[config.mk]
export PLATFORM = sky130hd
export DESIGN_NAME = shr_loader
export DESIGN_NICKNAME = d
export VERILOG_FILES = /design/src/rtl/shr_loader.sv
export SDC_FILE = /design/constraint.sdc
export NUM_CORES = 1
export LEC_CHECK = 0
export CORE_AREA = 3 3 47 49
export CTS_CLUSTER_SIZE = 25
export DETAILED_ROUTE_END_ITERATION = 16
export DIE_AREA = 0 0 50 52
export PLACE_DENSITY = 0.59
export SETUP_SLACK_MARGIN = 0.15
export SYNTH_ARGS = -nofsm -noshare
export SYNTH_HDL_FRONTEND = slang
export SYNTH_SLANG_ARGS = --single-unit
[constraint.sdc]
create_clock -name clk -period 1.95 [get_ports clk]
set_clock_uncertainty 0.1 [all_clocks]
set_input_delay 0.4875 -clock clk [delete_from_list [all_inputs] [get_ports clk]]
set_output_delay 0.4875 -clock clk [all_outputs]
set_load 0.01 [all_outputs]
[src/rtl/shr_loader.sv]
// Serializes a parallel word, LSB first, into a downstream right-shift register
// whose serial input enters at the MSB; also issues a one-cycle clear on request.
module shr_loader #(
    parameter int unsigned N = 4
) (
    input  logic         clk,
    input  logic         rst,
    input  logic         start,
    input  logic [N-1:0] din,
    input  logic         clr_req,
    output logic         r,
    output logic [1:0]   opr,
    output logic         busy,
    output logic         done
);

    localparam int unsigned CW = (N > 1) ? $clog2(N) : 1;
    localparam logic [CW-1:0] LastCount = CW'(N - 1);

    localparam logic [1:0] OpShift = 2'd0;
    localparam logic [1:0] OpHold  = 2'd1;
    localparam logic [1:0] OpClear = 2'd2;

    typedef enum logic [1:0] {
        StIdle,
        StClear,
        StShift,
        StDone
    } state_e;

    state_e        r_state;
    logic [N-1:0]  r_shadow;
    logic [CW-1:0] r_count;

    always_ff @(posedge clk) begin
        if (rst) begin
            r_state  <= StIdle;
            r_shadow <= '0;
            r_count  <= '0;
        end else begin
            case (r_state)
                StIdle: begin
                    // Clear wins over start; a start arriving with clr_req is dropped.
                    if (clr_req) begin
                        r_state <= StClear;
                    end else if (start) begin
                        r_shadow <= din;
                        r_count  <= '0;
                        r_state  <= StShift;
                    end
                end
                StClear: r_state <= StIdle;
                StShift: begin
                    r_shadow <= r_shadow >> 1;
                    // Hold the count on the last shift so it never wraps.
                    if (r_count == LastCount) begin
                        r_state <= StDone;
                    end else begin
                        r_count <= r_count + 1'b1;
                    end
                end
                StDone:  r_state <= StIdle;
                default: r_state <= StIdle;
            endcase
        end
    end

    always_comb begin
        opr  = OpHold;
        r    = 1'b0;
        busy = 1'b1;
        done = 1'b0;
        case (r_state)
            StIdle:  busy = 1'b0;
            StClear: opr  = OpClear;
            StShift: begin
                opr = OpShift;
                r   = r_shadow[0];
            end
            StDone:  done = 1'b1;
            default: busy = 1'b0;
        endcase
    end

endmodule

== Yosys cells after proc, flatten, opt, wreduce, memory -nomap -nowiden ==
Cells that the tools add are included.

* Register bits after elaboration: 8

* $add $sub $neg: 1
* Equality and inequality tests: 9
* Mux-type cells: 15
* Reduce and logical (&&, ||, !) cells: 6

{| class="wikitable"
|+ Operator list
! operator !! number
|-
| $mux 2 || 6
|-
| $mux 4 || 2
|-
| $ne 2x2->1 const B || 4
|-
| $pmux 2 s2 || 2
|-
| $pmux 4 s2 || 1
|-
| $eq 2x2->1 const B || 3
|-
| $pmux 2 s3 || 1
|-
| $reduce_and 4->1 || 1
|-
| $mux 1 || 3
|-
| $ne 3x3->1 const B || 1
|-
| $reduce_and 3->1 || 1
|-
| $add 2x1->2 const B || 1
|-
| $eq 2x1->1 const B || 1
|-
| $logic_not 2->1 || 1
|-
| $reduce_and 2->1 || 1
|-
| $reduce_bool 2->1 || 1
|-
| $reduce_or 2->1 || 1
|}

== Logic depth before layout (Yosys ltp) ==
Gate-level depths: netlist of run 1.

* Depth in word-level cells: 3
* Depth in mapped cells: 6
* Mapped depth without buffers: 5

== Least setup slack after synthesis of run 1 ==
No wires, ideal clock.

* Path kind: register to register
* Start: reg r_state[0]
* End: reg r_shadow[3]
* Setup time: 70 ps
* Arrival: 1,317 ps
* Slack: 463 ps
* Stages on the path, launching flop included: 6
* Path buffers: 0
* Period minus slack after synthesis: 1,487 ps
* Path through: dfxtp_1 > inv_1 > ha_1 > nand3b_4 > or3b_1 > a21oi_1

* Cells in the longest elaborated chain, start to end: 3

{| class="wikitable"
|+ RTL lines
! item !! RTL line !! source
|-
| start, declared || 31 || <nowiki>state_e r_state;</nowiki>
|-
| start signal, assigned || 37 || <nowiki>r_state <= StIdle;</nowiki>
|-
| start signal, assigned || 45 || <nowiki>r_state <= StClear;</nowiki>
|-
| start signal, assigned || 49 || <nowiki>r_state <= StShift;</nowiki>
|-
| $eq 2x2->1 / $logic_not 2->1 (equally long branches) || 41 || <nowiki>case (r_state)</nowiki>
|-
| $reduce_bool 2->1 (no source line) / $ne 2x2->1 (equally long branches) || - ||
|-
| $reduce_and 3->1 (no source line) || - ||
|-
| end signal, assigned || 47 || <nowiki>r_shadow <= din;</nowiki>
|-
| end signal, assigned || 54 || <nowiki>r_shadow <= r_shadow >> 1;</nowiki>
|-
| end, declared || 32 || <nowiki>logic [N-1:0] r_shadow;</nowiki>
|}

Several ways; a longest one is shown, not always the timed one.
A chain may end at the register's enable or synchronous reset.

== Worst setup path after layout of run 1 ==
* Start: reg r_state[1]
* End: out done

* Cells in the longest elaborated chain, start to end: 2

{| class="wikitable"
|+ RTL lines
! item !! RTL line !! source
|-
| $eq 2x2->1 || 73 || <nowiki>case (r_state)</nowiki>
|-
| $mux 1 || 73 ||
|-
| end, declared || 14 || <nowiki>output logic done</nowiki>
|}

Every way passes these cells.

==> results.txt, run 1 <==
Worst Min Path Start: r_shadow[0]$_SDFFE_PP0P_
Max Used Layer: met4
Share of the yosys chip area belonging to registers: 29.77%
Most frequent cells after synthesis: dfxtp_1, a21oi_1, ha_1
Starting Density: 28.29%
Number of global-route vias before repair: 408
Worst r2r dst: r_count[0]$_SDFFE_PP0P_
Post-DP HPWL: 815.5 µm
Core Region: 1902 µm²
Main combinational cell family by area after synthesis: simple AND/OR/NAND/NOR gates
Iter 0 DRT Violations: 1
Power Density: 792.9 nW/µm²
Mapped Area: 538.0 µm²
Avg Cell Area, Syn: 9.119 µm²
H-tree Lvls: 1
Setup crit start kind: flop
Synth-to-Final Area Change: 35.81%
Final period util: 89.91%
Crit path kind: reg2out
Post-synthesis xor/xnor area fraction: 0%
Pre-antenna DRT Iters: 3
Hold_ws: 357.3 ps
Die area: 2600 µm²
Met2 wire length: 475 µm
Relative slew slack: 73.21%
Final critical-path required period: 1753 ps
Sw Pwr: 0.1961 mW
Ys Warns: 0
Multiplexer area fraction after synthesis: 9.302%
Fmax: 570.4 MHz
Clock Tree Root: clkbuf_4
Endpoints failing setup: 0
Syn nets: 74
DRC: 0
WP data arrival: 1170 ps
Cells after Synth: 59
R2R Setup Slk: 320 ps
Final wirelength: 1053 µm
Largest net degree at the start of global routing: 10
Die height: 52 µm
Hold Violations, Final: 0
Routed wl met3: 41 µm
Routed WL per cell: 10.22 µm
EDFF count, synth: 0
Status: complete, no violations
P_int: 0.3833 mW
TritonCTS clock tree: yes
Filler cells: 211
Port buffer count: 12
Adder-cell share of the synthesized area: 16.28%
RSZ-0062 raised after global routing: false
Via count: 448
Clock buffer depth: 2
Worst hold path class: reg2reg
Sequential share of power: 33.8%
Die width: 50 µm
Synthesis-stage register bit count: 8
Clock power share: 22.9%
Routability congestion estimate: 0.7400
CTS buffer count: 3
Post-Synth Simple-Gate Area: 26.51%
Compound-Gate Fraction of Synth Area: 13.72%
Gr ovfl total: 0
Synth async-reset ratio: 0%
First-pass GRT wire length: 1787 µm
Boundary Pins: 13
Yosys top cell by area: dfxtp_1
Worst hold endpoint: r_shadow[0]$_SDFFE_PP0P_
Crit Path Max Fanout: 3
Ant diodes: 0
Maximum vdd drop: 0.0003057 V
Yosys cell types: 21
Tot GR Track Use: 9.550%
Ratio of cells with drive above 1 in the final layout: 22.37%
Synth top area share: 29.77%
Combinational cell fraction of total power: 43.3%
Hold path cells: 2
Critical Path End Type: output port
Final #Nets: 93
Post-route ant nets: 0
Post-synth top flop: dfxtp_1
Leakage power: 0.3176 nW
Count leader, synth: dfxtp_1
Setup TNS: 0 ps
Synth area leaders: dfxtp_1, ha_1, mux2i_1
Reg2Reg Depth: 4
Max Cap Viol: 0
# rows: 16
RR Startpoint: r_state[1]$_SDFFE_PP0P_
Switching fraction of total power: 33.85%
Max-slew violations: 0
Sequential cell area: 162.7 µm²
Initial antenna violation count: 0
Worst Path Required: 1360 ps
Clock transition at path regs: 60 ps
Multi-input logic area: 359.1 µm²
Met1 WL: 518 µm
Clock sink total: 8
Via density: 4.350
Clk_lat worst skew: 260 ps
Worst slew pin tran: 401.9 ps
## layout by cell type (no fill, tap or decap)
master,instances
a21oi_1,7
clkdlybuf4s50_1,7
dfxtp_1,6
nand2b_1,5
nand3_1,5
mux2i_1,5
ha_1,5
buf_4,4
a21o_1,3
clkbuf_4,3
inv_1,2
inv_2,2
or2b_1,2
nor3_1,2
ha_2,2
dlygate4sd2_1,2
dfxtp_2,2
and2_1,1
nand3b_4,1
or3b_1,1
a21boi_0,1
nor2b_1,1
or3b_2,1
nand2_1,1
a2bb2oi_1,1
nand3b_1,1
clkbuf_2,1
clkdlybuf4s15_1,1
buf_2,1
## power by group through the flow
| stage | logic [mW] | clock network [mW] | registers, mW |
|---|---|---|---|
| 2_1_floorplan | 0.163 | 0 | 0.197 |
| 3_3_place_gp | 0.263 | 0 | 0.195 |
| 3_5_place_dp | 0.268 | 0 | 0.196 |
| 4_1_cts | 0.255 | 0.142 | 0.195 |
| 5_1_grt | 0.286 | 0.145 | 0.198 |
| 6_report | 0.251 | 0.133 | 0.196 |
## critical path, stage by stage, from the launching register on
cell and delay [ps]:
dfxtp_2 330, buf_4 140, ha_1 160, dlygate4sd2_1 280
## registers in the layout, summed over array words and instances (netlist names)
signal,flops
r_state,2
r_count,2
r_shadow,4
## worst max-delay path by stage
stage,slack (ps),endpoint,from,cells after the start
3_5_place_dp,70,opr[0],r_state[1]$_SDFFE_PP0P_,4
3_3_place_gp,100,opr[0],r_state[1]$_SDFFE_PP0P_,4
6_report,200,done,r_state[1]$_SDFFE_PP0P_,3
2_1_floorplan,460,r_shadow[3]$_SDFFE_PP0P_,r_state[0]$_SDFFE_PP0P_,5
4_1_cts,80,opr[0],r_state[1]$_SDFFE_PP0P_,4
5_1_grt,150,busy,r_state[0]$_SDFFE_PP0P_,4
## area by class of cell
class | instances | area share [%]
Clock buffer | 3 | 3.082
Sequential cell | 8 | 22.26
Tap cell | 27 | 4.623
Timing Repair Buffer | 16 | 18.84
Inverter | 4 | 2.055
Multi-Input combinational cell | 45 | 49.14
## routing by layer
layer  vias up  GRT usage, %
li1        244             -
met1       192         11.11
met2        10         15.00
met3         2         1.719
met4         0         8.295
met5         -             0
## what timing repair did
action | in CTS | in global routing
hold buffers | 0 | 0
resized for setup | 11 | 6
endpoints found under the setup margin | 5 | 4
setup buffers | 0 | 0
gates cloned | 0 | 0
## metrics by stage
stage | power, mW | cell area, µm² | utilization, % | instances | setup WS, ps
final | 0.5794 | 730.7 | 38.42 | 103 | 196.8
after floorplan | 0.3605 | 538.0 | - | 59 | 462.7
after global routing | 0.6298 | 730.7 | 38.42 | 103 | 152.1
after detailed placement | 0.4642 | 713.2 | 37.50 | 100 | 74.01
after global placement | 0.4585 | 713.2 | 37.50 | 100 | 97.66
after CTS | 0.5924 | 737.0 | 38.75 | 103 | 80.81
## kinds of logic after synthesis
logic type | count (synthesis)
AND/OR/NAND/NOR | 21
flip-flops | 8
multiplexers | 5
AO/OA/AOI/OAI | 12
adder cells (fa/ha/maj) | 7
buffers and inverters | 6
(Power assumes the default switching activity.)
==> run 2, diff against run 1 <==
CORE_AREA = 5 5 49 51   (was 3 3 47 49)
DIE_AREA = 0 0 54 56   (was 0 0 50 52)
SLEW_MARGIN = 25   (was unset)
==> results.txt, run 2 (synthesized netlist as in run 1, its figures left out) <==
Synth-to-Final Area Change: 35.58%
Die width: 54 µm (+8.0%)
Maximum vdd drop: 0.0002988 V (-2.3%)
Gr ovfl total: 0 (unchanged)
Routability congestion estimate: 0.7307 (-1.3%)
Endpoints failing setup: 0 (unchanged)
RR Startpoint: r_state[1]$_SDFFE_PP0P_
Setup crit end: opr[1]
Relative slew slack: 73.70% (+0.49 points)
CP max stage cell: dfxtp_2
Iter 0 DRT Violations: 5 (+4)
Max-slew violations: 0 (unchanged)
Die height: 56 µm (+7.7%)
Setup TNS: 0 ps (unchanged)
Hold Violations, Final: 0 (unchanged)
H-tree Lvls: 1 (unchanged)
Clock sink total: 8 (unchanged)
Die area: 3024 µm² (+16%)
Clock buffer depth: 2 (unchanged)
Tot GR Track Use: 8.158% (-1.4 points)
Setup crit start kind: flop
Clock Tree Root: clkbuf_4
Final wirelength: 1075 µm (+2.1%)
Boundary Pins: 13 (unchanged)
Port buffer count: 12 (unchanged)
Ant diodes: 0 (unchanged)
Ratio of cells with drive above 1 in the final layout: 22.37% (unchanged)
Post-DP HPWL: 840.8 µm (+3.1%)
Final critical-path required period: 1749 ps (-4.175 ps)
Via count: 464 (+3.6%)
Post-CTS Setup Inserts: 0 (unchanged)
Worst hold path class: reg2reg
Final period util: 89.69% (-0.21 points)
Initial antenna violation count: 0 (unchanged)
Crit-path cells: buf_4, ha_1, dlygate4sd2_1
Worst r2r dst: r_count[0]$_SDFFE_PP0P_
Pre-antenna DRT Iters: 2 (-1)
Crit Path Max Fanout: 3 (unchanged)
WP data arrival: 1160 ps (about the same)
CP max stage delay: 320 ps (about the same)
Hold_buf cts: 0 (unchanged)
Post-route ant nets: 0 (unchanged)
Reg with most FFs: r_shadow
Status: complete, no violations
TritonCTS clock tree: yes
RSZ-0062 raised after global routing: false
Clock transition at path regs: 60 ps (about the same)
Top Registers: r_shadow: 4 flops, r_count: 2 flops, r_state: 2 flops
Starting Density: 28.29% (unchanged)
Final #Nets: 93 (unchanged)
Worst slew pin tran: 394.6 ps (-7.339 ps)
Reg2Reg Depth: 4 (unchanged)
Crit path kind: reg2out
Final core occ: 38.36% (-0.066 points)
Routed WL per cell: 10.44 µm (+2.1%)
Max Cap Viol: 0 (unchanged)
Via density: 4.505 (+3.6%)
R2R Setup Slk: 340 ps (+20 ps)
Most frequent cells in the layout: a21oi_1, clkdlybuf4s50_1, dfxtp_1
Hold_ws: 357.3 ps (+0.06700 ps)
Max FFs per register: 4 (unchanged)
Clk_lat worst skew: 250 ps (about the same)
DRC: 0 (unchanged)
# rows: 16 (unchanged)
Fmax: 571.8 MHz (+0.24%)
CTS buffer count: 3 (unchanged)
Core Region: 1902 µm² (unchanged)
Worst Path Required: 1360 ps (about the same)
Number of global-route vias before repair: 410 (+0.49%)
Largest net degree at the start of global routing: 10 (unchanged)
Crit path from: r_state[0]$_SDFFE_PP0P_
Critical Path End Type: output port
Leakage power: 0.3194 nW (+0.55%)
Power Density: 788.2 nW/µm² (-0.59%)
First-pass GRT wire length: 1759 µm (-1.6%)
-- run 2: timing repair --
item	in CTS	in global routing
pin swaps	0	0
endpoints found under the setup margin	5	3
gates resized for setup	10	5
-- run 2: cell type report --
class	instances	area (µm²)
Clock buffer	3	22.52
Fill cell	205	1172
Inverter	4	15.01
Multi-Input combinational cell	45	359.1
Sequential cell	8	162.7
Tap cell	27	33.78
Timing Repair Buffer	16	136.4
-- run 2: routing by layer --
metal / GRT usage [%] / up-vias / share of wire, %
met2: 11.07 / 14 / 42
met1: 10.32 / 205 / 46
li1: - / 240 / -
met5: 0 / - / 0
met4: 7.473 / 0 / 3.9
met3: 1.609 / 5 / 7.8
-- run 2: worst min-delay path by stage --
| stage | start | to | slack (ps) | depth (start not counted) |
|---|---|---|---|---|
| 6_report | r_shadow[0]$_SDFFE_PP0P_ | r_shadow[0]$_SDFFE_PP0P_ | 360 | 2 |
| 2_1_floorplan | r_shadow[0]$_SDFFE_PP0P_ | r_shadow[0]$_SDFFE_PP0P_ | 340 | 2 |
| 3_3_place_gp | r_shadow[0]$_SDFFE_PP0P_ | r_shadow[0]$_SDFFE_PP0P_ | 350 | 2 |
| 3_5_place_dp | r_shadow[0]$_SDFFE_PP0P_ | r_shadow[0]$_SDFFE_PP0P_ | 350 | 2 |
| 4_1_cts | r_shadow[0]$_SDFFE_PP0P_ | r_shadow[0]$_SDFFE_PP0P_ | 360 | 2 |
| 5_1_grt | r_shadow[0]$_SDFFE_PP0P_ | r_shadow[0]$_SDFFE_PP0P_ | 390 | 2 |
-- run 2: where the power goes --
group	internal, mW	switching, mW	leakage, nW
Combinational	0.127	0.124	0.240
Sequential	0.184	0.0114	0.0659
Clock	0.0705	0.0573	0.0138
Total	0.382	0.193	0.319
-- run 2: critical path, delay by kind of cell (launching register included) --
family	cells	cell delay [ps]
buf+inv	2	420
flops	1	320
fa+ha+maj	1	180
-- run 2: through the flow --
stage / power, mW / worst slack [ps] / area [µm²] / instances
after floorplan: 0.3605 / 462.7 / 538.0 / 59
after global placement: 0.4595 / 96.43 / 713.2 / 100
after detailed placement: 0.4651 / 60.79 / 713.2 / 100
after CTS: 0.5831 / 92.42 / 735.7 / 103
after global routing: 0.6240 / 151.5 / 729.5 / 103
final: 0.5750 / 201.0 / 729.5 / 103
